===== src/rtl/pc_fetch_pkg.sv =====
// rtl/pc_fetch_pkg.sv - fetch state encodings, reset PC and next-PC arithmetic helpers
package pc_fetch_pkg;

    typedef enum logic [1:0] {
        ST_REQ     = 2'd0,
        ST_DISCARD = 2'd1,
        ST_SKID    = 2'd2
    } fetch_state_e;

    localparam logic [31:0] RESET_PC_DEFAULT = 32'h0000_0000;

    function automatic logic [31:0] sign_extend(input logic [15:0] v);
        return {{16{v[15]}}, v};
    endfunction

    function automatic logic [31:0] sign_extend_mod(input logic [25:0] v);
        return {{6{v[25]}}, v};
    endfunction

    function automatic logic [31:0] shl_2(input logic [31:0] v);
        return {v[29:0], 2'b00};
    endfunction

    function automatic logic [31:0] adder(input logic [31:0] a, input logic [31:0] b);
        return a + b;
    endfunction

    function automatic logic [31:0] mux2_32(input logic sel, input logic [31:0] a,
                                            input logic [31:0] b);
        return sel ? b : a;
    endfunction

endpackage


===== src/rtl/pc_fetch_if.sv =====
// rtl/pc_fetch_if.sv - instruction memory request/response handshake bundle
interface pc_fetch_if;
    logic        imem_req;
    logic [31:0] imem_addr;
    logic        imem_ready;
    logic [31:0] imem_rdata;

    modport master (output imem_req, output imem_addr, input imem_ready, input imem_rdata);
    modport slave  (input imem_req, input imem_addr, output imem_ready, output imem_rdata);
endinterface


===== src/rtl/pc_fetch_next_pc_sel.sv =====
// rtl/pc_fetch_next_pc_sel.sv - sequential PC increment and branch/jump target selection
module pc_fetch_next_pc_sel
    import pc_fetch_pkg::*;
(
    input  logic [31:0] pc_i,
    input  logic [31:0] if_pc_plus4_i,
    input  logic [15:0] branch_imm_i,
    input  logic        jump_i,
    input  logic [25:0] jump_index_i,
    output logic [31:0] pc_plus4_o,
    output logic [31:0] target_o
);

    logic [31:0] branch_tgt;
    logic [31:0] jump_tgt;

    // Branch is relative to the PC+4 of the instruction sitting in IF/ID; jump wins over branch.
    always_comb begin
        branch_tgt = adder(if_pc_plus4_i, shl_2(sign_extend(branch_imm_i)));
        jump_tgt   = shl_2(sign_extend_mod(jump_index_i));
        target_o   = mux2_32(jump_i, branch_tgt, jump_tgt);
        pc_plus4_o = adder(pc_i, 32'd4);
    end

endmodule


===== src/rtl/pc_fetch.sv =====
// rtl/pc_fetch.sv - MIPS fetch stage: PC, imem handshake, skid buffer and IF/ID register
module pc_fetch
    import pc_fetch_pkg::*;
#(
    parameter logic [31:0] RESET_PC = RESET_PC_DEFAULT
) (
    input  logic          clk,
    input  logic          reset,
    input  logic          stall,
    input  logic          branch_taken,
    input  logic [15:0]   branch_imm,
    input  logic          jump,
    input  logic [25:0]   jump_index,
    pc_fetch_if.master    mem,
    output logic          if_valid,
    output logic [31:0]   if_instr,
    output logic [31:0]   if_pc_plus4
);

    fetch_state_e state_q;
    logic [31:0]  pc_q;
    logic [31:0]  req_addr_q;
    logic [31:0]  skid_instr_q;
    logic [31:0]  skid_pc4_q;
    logic         if_valid_q;
    logic [31:0]  if_instr_q;
    logic [31:0]  if_pc4_q;

    logic [31:0]  pc_plus4;
    logic [31:0]  target;
    logic         redirect;
    logic         accept;

    pc_fetch_next_pc_sel u_next_pc_sel (
        .pc_i          (pc_q),
        .if_pc_plus4_i (if_pc4_q),
        .branch_imm_i  (branch_imm),
        .jump_i        (jump),
        .jump_index_i  (jump_index),
        .pc_plus4_o    (pc_plus4),
        .target_o      (target)
    );

    // Redirects only count for a live IF/ID instruction; decode takes IF/ID when empty or unstalled.
    always_comb begin
        redirect = if_valid_q & (jump | branch_taken);
        accept   = ~if_valid_q | ~stall;
    end

    // Request is held (address frozen) until ready; SKID stops fetching until decode drains it.
    always_comb begin
        mem.imem_req  = ~reset & (state_q != ST_SKID);
        mem.imem_addr = (state_q == ST_DISCARD) ? req_addr_q : pc_q;
    end

    // Fetch FSM together with PC, skid entry and IF/ID pipeline register.
    always_ff @(posedge clk) begin
        if (reset) begin
            state_q      <= ST_REQ;
            pc_q         <= RESET_PC;
            req_addr_q   <= RESET_PC;
            skid_instr_q <= 32'd0;
            skid_pc4_q   <= 32'd0;
            if_valid_q   <= 1'b0;
            if_instr_q   <= 32'd0;
            if_pc4_q     <= 32'd0;
        end else begin
            // IF/ID empties when consumed or flushed, unless a load below refills it.
            if (redirect || accept) begin
                if_valid_q <= 1'b0;
            end
            case (state_q)
                ST_REQ: begin
                    if (mem.imem_ready) begin
                        if (redirect) begin
                            pc_q <= target;
                        end else if (accept) begin
                            if_valid_q <= 1'b1;
                            if_instr_q <= mem.imem_rdata;
                            if_pc4_q   <= pc_plus4;
                            pc_q       <= pc_plus4;
                        end else begin
                            skid_instr_q <= mem.imem_rdata;
                            skid_pc4_q   <= pc_plus4;
                            pc_q         <= pc_plus4;
                            state_q      <= ST_SKID;
                        end
                    end else if (redirect) begin
                        req_addr_q <= pc_q;
                        pc_q       <= target;
                        state_q    <= ST_DISCARD;
                    end
                end
                ST_DISCARD: begin
                    if (redirect) begin
                        pc_q <= target;
                    end
                    if (mem.imem_ready) begin
                        state_q <= ST_REQ;
                    end
                end
                ST_SKID: begin
                    if (redirect) begin
                        pc_q    <= target;
                        state_q <= ST_REQ;
                    end else if (accept) begin
                        if_valid_q <= 1'b1;
                        if_instr_q <= skid_instr_q;
                        if_pc4_q   <= skid_pc4_q;
                        state_q    <= ST_REQ;
                    end
                end
                default: state_q <= ST_REQ;
            endcase
        end
    end

    assign if_valid    = if_valid_q;
    assign if_instr    = if_instr_q;
    assign if_pc_plus4 = if_pc4_q;

endmodule


===== src/flat_wrapper.sv =====
// flat-port wrapper written by rule: the top's interface ports become plain ports
module pc_fetch_flat import pc_fetch_pkg::*;
#(
    parameter logic [31:0] RESET_PC = RESET_PC_DEFAULT
)
  (clk, reset, stall, branch_taken, branch_imm, jump, jump_index, if_valid, if_instr, if_pc_plus4, mem_imem_req, mem_imem_addr, mem_imem_ready, mem_imem_rdata);
  pc_fetch_if mem_i ();
  input  logic clk;
  input  logic reset;
  input  logic stall;
  input  logic branch_taken;
  input  logic [15:0] branch_imm;
  input  logic jump;
  input  logic [25:0] jump_index;
  output logic if_valid;
  output logic [31:0] if_instr;
  output logic [31:0] if_pc_plus4;
  output wire logic [$bits(mem_i.imem_req)-1:0] mem_imem_req;
  output wire logic [$bits(mem_i.imem_addr)-1:0] mem_imem_addr;
  input wire logic [$bits(mem_i.imem_ready)-1:0] mem_imem_ready;
  input wire logic [$bits(mem_i.imem_rdata)-1:0] mem_imem_rdata;
  assign mem_imem_req = mem_i.imem_req;
  assign mem_imem_addr = mem_i.imem_addr;
  assign mem_i.imem_ready = mem_imem_ready;
  assign mem_i.imem_rdata = mem_imem_rdata;
  pc_fetch #(.RESET_PC(RESET_PC)) u_core (.clk(clk), .reset(reset), .stall(stall), .branch_taken(branch_taken), .branch_imm(branch_imm), .jump(jump), .jump_index(jump_index), .mem(mem_i), .if_valid(if_valid), .if_instr(if_instr), .if_pc_plus4(if_pc_plus4));
endmodule

===== config.mk =====
export PLATFORM = sky130hd
export DESIGN_NAME = pc_fetch_flat
export DESIGN_NICKNAME = d
export VERILOG_FILES = /design/src/rtl/pc_fetch_pkg.sv /design/src/rtl/pc_fetch_if.sv /design/src/rtl/pc_fetch_next_pc_sel.sv /design/src/rtl/pc_fetch.sv /design/src/flat_wrapper.sv
export SDC_FILE = /design/constraint.sdc
export NUM_CORES = 1
export LEC_CHECK = 0
export CORE_MARGIN = 8
export CORE_UTILIZATION = 49
export CTS_CLUSTER_DIAMETER = 200
export DETAILED_ROUTE_END_ITERATION = 7
export PLACE_DENSITY = 0.85
export SYNTH_ARGS = -nofsm -noshare
export SYNTH_HDL_FRONTEND = slang
export SYNTH_SLANG_ARGS = --single-unit

===== constraint.sdc =====
create_clock -name clk -period 2.6 [get_ports clk]
set_input_delay 0.52 -clock clk [delete_from_list [all_inputs] [get_ports clk]]
set_output_delay 0.52 -clock clk [all_outputs]
set_load 0.005 [all_outputs]

==> results.py, run 1 <==
metrics = {
    "timing": {
        "setup_violations": 0,
        "worst_pin_slew_ns": 0.6722,
        "hold_viol_final": 0,
        "rsz0062_at_grt": "true",
        "fmax_mhz": 386.7,
        "slew_headroom": 0.5518,
        "fin_ws_ns": 0.01398,
        "report.final.slew_viol_count": 0,
        "final.min_clock_period_ns": 2.586,
        "clock_skew_ns": 0.01519,
        "fin_crit_sh": 0.9946,
    },
    "clock_network": {
        "clock_latency_ns": 0.45,
        "tritoncts": "yes",
        "h-tree-depth": 4,
        "clkTransAtPathRegs_ns": 0.09,
        "numCtsBuffers": 17,
        "root_buffer": "clkbuf_16",
        "numClockSinks": 195,
        "clk_path_buf_depth": 2,
    },
    "floorplanning": {
        "initial_core_util": 0.4967,
        "die_area_sq_mm": 0.02699,
        "fp.dieW_um": 164.3,
        "die_h_um": 164.3,
        "placeableCoreArea_sq_mm": 0.02169,
        "fp-row-count": 54,
        "io_pins": 178,
    },
    "yosys": {
        "synthArstFlopShare": 0,
        "syn_nets": 1480,
        "syn_area_sq_mm": 0.01077,
        "synth_cell_types": 82,
        "synth_top_family_by_area": "compound AO/OA/AOI/OAI gates",
        "synth-compound-area-share": 0.2230,
        "avgSynthCellArea_sq_um": 7.892,
        "yosys_register_bits": 195,
        "synth-simple-area-share": 0.2066,
        "synthXorXnorAreaFrac": 0.04472,
        "synth.area.mux_share": 0.06969,
        "synthFlopType": "dfxtp_1",
        "synth_top_area_cell": "dfxtp_1",
        "synth_edf_count": 0,
        "yosys-top-cells-area": "dfxtp_1 (36%), nand2_1 (9.5%), a21oi_1 (6.9%), a211oi_1 (4.7%), nor2_1 (4.1%)",
        "ys_seq_area_frac": 0.3624,
        "synth-adder-area-share": 0.04135,
        "postSynthCellCount": 1365,
        "yosysTopAreaCellShare": 0.3624,
        "yosys_warnings": 0,
    },
    "layout": {
        "regArea_sq_mm": 0.003909,
        "finish.utilization": 0.6824,
        "layout_commonest_cell": "nand2_1",
        "final_nets": 1726,
        "nFillCells": 1643,
        "multi_input_area_sq_mm": 0.006694,
        "instances_no_fill": 1905,
        "finalInstanceArea_sq_mm": 0.01480,
        "drive_above_1_share": 0.1921,
        "final_cell_mix": "nand2_1 (273), dfxtp_1 (191), buf_4 (151), clkdlybuf4s50_1 (145), a21oi_1 (143)",
        "syn2layout_area_growth_pct": 37.39,
    },
    "placement": {
        "io_buffers": 177,
        "place_hpwl_mm": 25.44,
        "dpl_worst_slack_ns": -0.5924,
        "gp_congestion": 0.9855,
        "place_area_sq_mm": 0.01361,
        "place_inst": 1860,
    },
    "global_routing": {
        "grt_max_degree": 139,
        "grt_usage": 0.2626,
        "grt_pass1_vias": 10760,
        "antenna_found_initial": 1,
        "gr-total-overflow": 0,
        "grt_pass1_wl_mm": 56.84,
    },
    "detailed_routing": {
        "ant_nets": 0,
        "wl_per_cell_um": 19.58,
        "drt-total-wl_mm": 37.30,
        "routed_via_density": 5.905,
        "vias": 11250,
        "remaining_drc_errors": 0,
        "drtPass1Iterations": 6,
        "drt_iter0_drc": 1169,
    },
    "power": {
        "p_leak_nw": 5.752,
        "peakVddDrop_uv": 474.2,
        "p_per_area_mw_per_mm2": 549.8,
        "p_total_mw": 8.138,
    },
    "flow_run": {
        "drv_cap": 0,
    },
    "setup_path": {
        "worstSetupEndpointType": "flop",
        "worstPathArrival_ns": 2.90,
        "worst_setup_path_start_kind": "input port",
        "required_ns": 2.92,
        "critical_path_class": "in -> reg",
        "cp_max_fo": 5,
    },
    "run_status": {
        "status": "finished, final reports clean",
    },
    "min_path": {
        "hold_class": "reg -> reg",
    },
}
through the flow:
| step | hold WS [ns] | TNS [ns] |
|---|---|---|
| floorplan | 0.4329 | 0 |
| global placement | 0.4376 | -9.142 |
| detailed placement | 0.4432 | -10.33 |
| CTS | 0.4548 | 0 |
| global route | 0.4682 | -0.1745 |
| finish | 0.4534 | 0 |
synth_stat cells, drive strengths merged, types with 4 or more instances:
master  number
a221oi       8
nor4         6
nor3        17
and3        11
ha          34
a22oi        4
nand3       32
a21o         8
xnor2       34
nand4       11
mux2i       39
nor2       122
a21oi      152
a31oi       14
a211oi      70
o21ai       78
o21a         5
xor2        21
nor3b        4
nand2      274
dfxtp      195
clkbuf      77
o211ai       5
buf         35
inv         11
o22ai       15
mux2        32
cell families (layout without fill, tap and decap cells):
logic type,count (synthesis),in the layout
fa+ha+maj,35,35
other cells,0,1
xor+xnor,55,55
simple gates,502,502
mux,71,71
buf+inv,123,382
compound gates,384,384
flops,195,195
layout make-up:
class | count | share of cell area
multi-input combinational | 1047 | 0.4523
sequential | 195 | 0.2641
timing repair buffer | 339 | 0.2152
clock buffer | 18 | 0.02967
tap | 280 | 0.02367
clock inverter | 14 | 0.01209
inverter | 11 | 0.002790
antenna | 1 | 0.0001691
power by group:
| part | internal [mW] | leakage (nW) | switching [mW] |
|---|---|---|---|
| registers | 3.17 | 1.59 | 0.152 |
| clock network | 1.34 | 0.295 | 1.39 |
| logic | 1.02 | 3.87 | 1.07 |
timing repair:
action,CTS,global route
hold buffers,0,0
endpoints found under the hold margin,0,0
endpoints found under the setup margin,46,28
pin swaps,21,27
buffers inserted,6,6
cloned,0,1
resized for setup,39,61
state kept, by name, summed over array words and instances (netlist names):
signal,count
u_core.if_instr,32
u_core.if_pc_plus4,32
u_core.pc_q,32
u_core.req_addr_q,32
u_core.skid_instr_q,32
u_core.skid_pc4_q,32
u_core.state_q,2
u_core.if_valid,1
final timing paths:
kind | cells after the start | slack (ns) | startpoint | end
setup reg to reg | 12 | 0.07 | u_core.if_pc_plus4[2] | u_core.pc_q[24]
setup / recovery | 12 | 0.01 | branch_imm[10] | u_core.pc_q[30]
hold reg to reg | 2 | 0.45 | u_core.req_addr_q[9] | u_core.req_addr_q[9]
hold / removal | 2 | 0.45 | u_core.req_addr_q[9] | u_core.req_addr_q[9]
routing by layer:
layer  up-vias  part of all wire  track usage
met2       553              0.48       0.4351
met1      5287              0.40       0.3212
met5         -                 0            0
met4         0             0.039       0.1227
li1       5296                 -            -
met3       113             0.086      0.05464
worst max-delay path: stages:
cell and delay [ns]:
clkdlybuf4s50_1 0.44, ha_4 0.29, buf_4 0.13, nand4_1 0.21, a2111oi_4 0.32, buf_4 0.20
o21bai_4 0.09, a31oi_4 0.21, nor4_4 0.06, nor3_2 0.20, xnor2_1 0.14, o22ai_1 0.09
Power figures use the tool's default switching activity.
==> run 2: changes to the inputs <==
--- a/config.mk
+++ b/config.mk
@@ -9,7 +9,7 @@
 export CORE_UTILIZATION = 49
 export CTS_CLUSTER_DIAMETER = 200
 export DETAILED_ROUTE_END_ITERATION = 7
-export PLACE_DENSITY = 0.85
+export PLACE_DENSITY = 0.79
 export SYNTH_ARGS = -nofsm -noshare
 export SYNTH_HDL_FRONTEND = slang
 export SYNTH_SLANG_ARGS = --single-unit
==> constraint.sdc (replaced) <==
create_clock -name clk -period 2.6 [get_ports clk]
set_input_delay 0.52 -clock clk [delete_from_list [all_inputs] [get_ports clk]]
set_output_delay 0.52 -clock clk [all_outputs]
set_load 0.02 [all_outputs]
==> results.py, run 2 (synthesis results as in run 1) <==
metrics = {
    "clock_network": {
        "clock_latency_ns": 0.46,
        "tritoncts": "yes",
        "numClockSinks": 195,
        "h-tree-depth": 4,
        "numCtsBuffers": 17,
        "clk_path_buf_depth": 2,
        "clkTransAtPathRegs_ns": 0.09,
        "root_buffer": "clkbuf_16",
    },
    "detailed_routing": {
        "drt-total-wl_mm": 35.27,
        "routed_via_density": 5.744,
        "vias": 10920,
        "drt_iter0_drc": 1018,
        "ant_nets": 0,
        "wl_per_cell_um": 18.55,
        "drtPass1Iterations": 5,
        "remaining_drc_errors": 0,
    },
    "setup_path": {
        "critical_path_class": "in -> reg",
        "ff2ff_setup_slack_ns": 0.01,
        "cp_max_fo": 4,
        "worstSetupEndpointType": "flop",
        "worst_setup_path_start_kind": "input port",
        "required_ns": 2.91,
        "worstPathArrival_ns": 2.92,
    },
    "floorplanning": {
        "die_h_um": 164.3,
        "placeableCoreArea_sq_mm": 0.02169,
        "io_pins": 178,
        "fp.dieW_um": 164.3,
        "die_area_sq_mm": 0.02699,
        "fp-row-count": 54,
        "initial_core_util": 0.4967,
    },
    "power": {
        "peakVddDrop_uv": 483.7,
        "p_leak_nw": 5.475,
        "p_per_area_mw_per_mm2": 574.3,
    },
    "timing": {
        "worst_pin_slew_ns": 1.004,
        "slew_headroom": 0.3306,
        "clock_skew_ns": 0.01360,
        "hold_viol_final": 0,
        "fin_ws_ns": -0.01042,
        "fmax_mhz": 383.1,
        "setup_violations": 1,
        "totalNegativeSetupSlack_ns": -0.01042,
        "final.min_clock_period_ns": 2.610,
        "hold_slack_ns": 0.4564,
        "report.final.slew_viol_count": 0,
        "fin_crit_sh": 1.004,
        "rsz0062_at_grt": "true",
    },
    "layout": {
        "drive_above_1_share": 0.1845,
        "diodes": 0,
        "layout_commonest_cell": "nand2_1",
        "final_nets": 1723,
        "final_cell_mix": "nand2_1 (274), dfxtp_1 (193), buf_4 (148), a21oi_1 (141), clkdlybuf4s50_1 (137)",
        "finish.utilization": 0.6718,
        "syn2layout_area_growth_pct": 35.25,
    },
    "global_routing": {
        "grt_pass1_wl_mm": 55.11,
        "antenna_found_initial": 0,
        "grt_pass1_vias": 10550,
        "grt_max_degree": 97,
        "gr-total-overflow": 0,
        "grt_usage": 0.2561,
    },
    "run_status": {
        "status": "finished with violations",
        "violations": "negative setup slack",
    },
    "flow_run": {
        "drv_cap": 0,
    },
    "min_path": {
        "hold_class": "reg -> reg",
    },
    "placement": {
        "gp_congestion": 0.9329,
        "place_hpwl_mm": 25.20,
        "io_buffers": 177,
    },
}
run 2: changes by cell type in the layout (fill, tap and decap cells not counted), sizes merged:
cell / change
dlygate4sd2: +30
clkinvlp: -1
buf: -2
diode: -1
inv: +4
dlymetal6s2s: -22
clkdlybuf4s50: -8
clkbuf: -2
clkinv: -2
run 2: cell type report:
type,count,area [sq um]
fillers,1786,7118
multi-input cells,1047,6565
repair buffers,336,3039
clock inverters,15,242.7
well taps,280,350.3
inverters,11,41.29
clock buffers,17,425.4
flip-flops and latches,195,3906
run 2: stage by stage:
step	area (sq um)	worst slack, ns	cells	total power, mW
global route	14570	-0.05626	1901	8.711
floorplan	10770	0.04619	1365	4.502
detailed placement	13630	-0.6897	1862	5.462
CTS	14370	-0.01862	1896	8.367
global placement	13630	-0.5932	1862	5.433
finish	14570	-0.01042	1901	8.367
run 2: timing repair:
action | 4_1_cts | 5_1_grt
gates resized for setup | 54 | 31
cloned | 0 | 0
buffers inserted | 2 | 5
pin swaps | 14 | 24
endpoints found under the setup margin | 43 | 41
hold buffers | 0 | 0
run 2: where the power goes:
group	switching [mW]	total [mW]	internal [mW]
logic	1.18	2.14	0.962
registers	0.146	3.31	3.17
clock network	1.52	2.92	1.39
total	2.85	8.37	5.52
run 2: worst max-delay path: stages:
cell             delay (ns)
clkdlybuf4s50_1        0.44
ha_4                   0.30
and3_4                 0.20
nand3_4                0.09
a2111oi_4              0.44
o21bai_4               0.14
a31oi_4                0.25
nor4_4                 0.06
nor3_2                 0.18
xnor2_1                0.16
o22ai_1                0.13
run 2: final timing paths:
path                    startpoint                    to  cells after the start
max                 branch_imm[14]       u_core.pc_q[30]                     11
min           u_core.req_addr_q[8]  u_core.req_addr_q[8]                      2
max reg2reg  u_core.if_pc_plus4[2]       u_core.pc_q[30]                     11
min reg2reg   u_core.req_addr_q[8]  u_core.req_addr_q[8]                      2
run 2: per-layer routing:
metal	vias up	track usage	wire length [um]
li1	5292	-	-
met1	5136	0.3165	14730
met2	414	0.4164	16500
met3	77	0.06266	2836
met4	0	0.1124	1202
met5	-	0	0
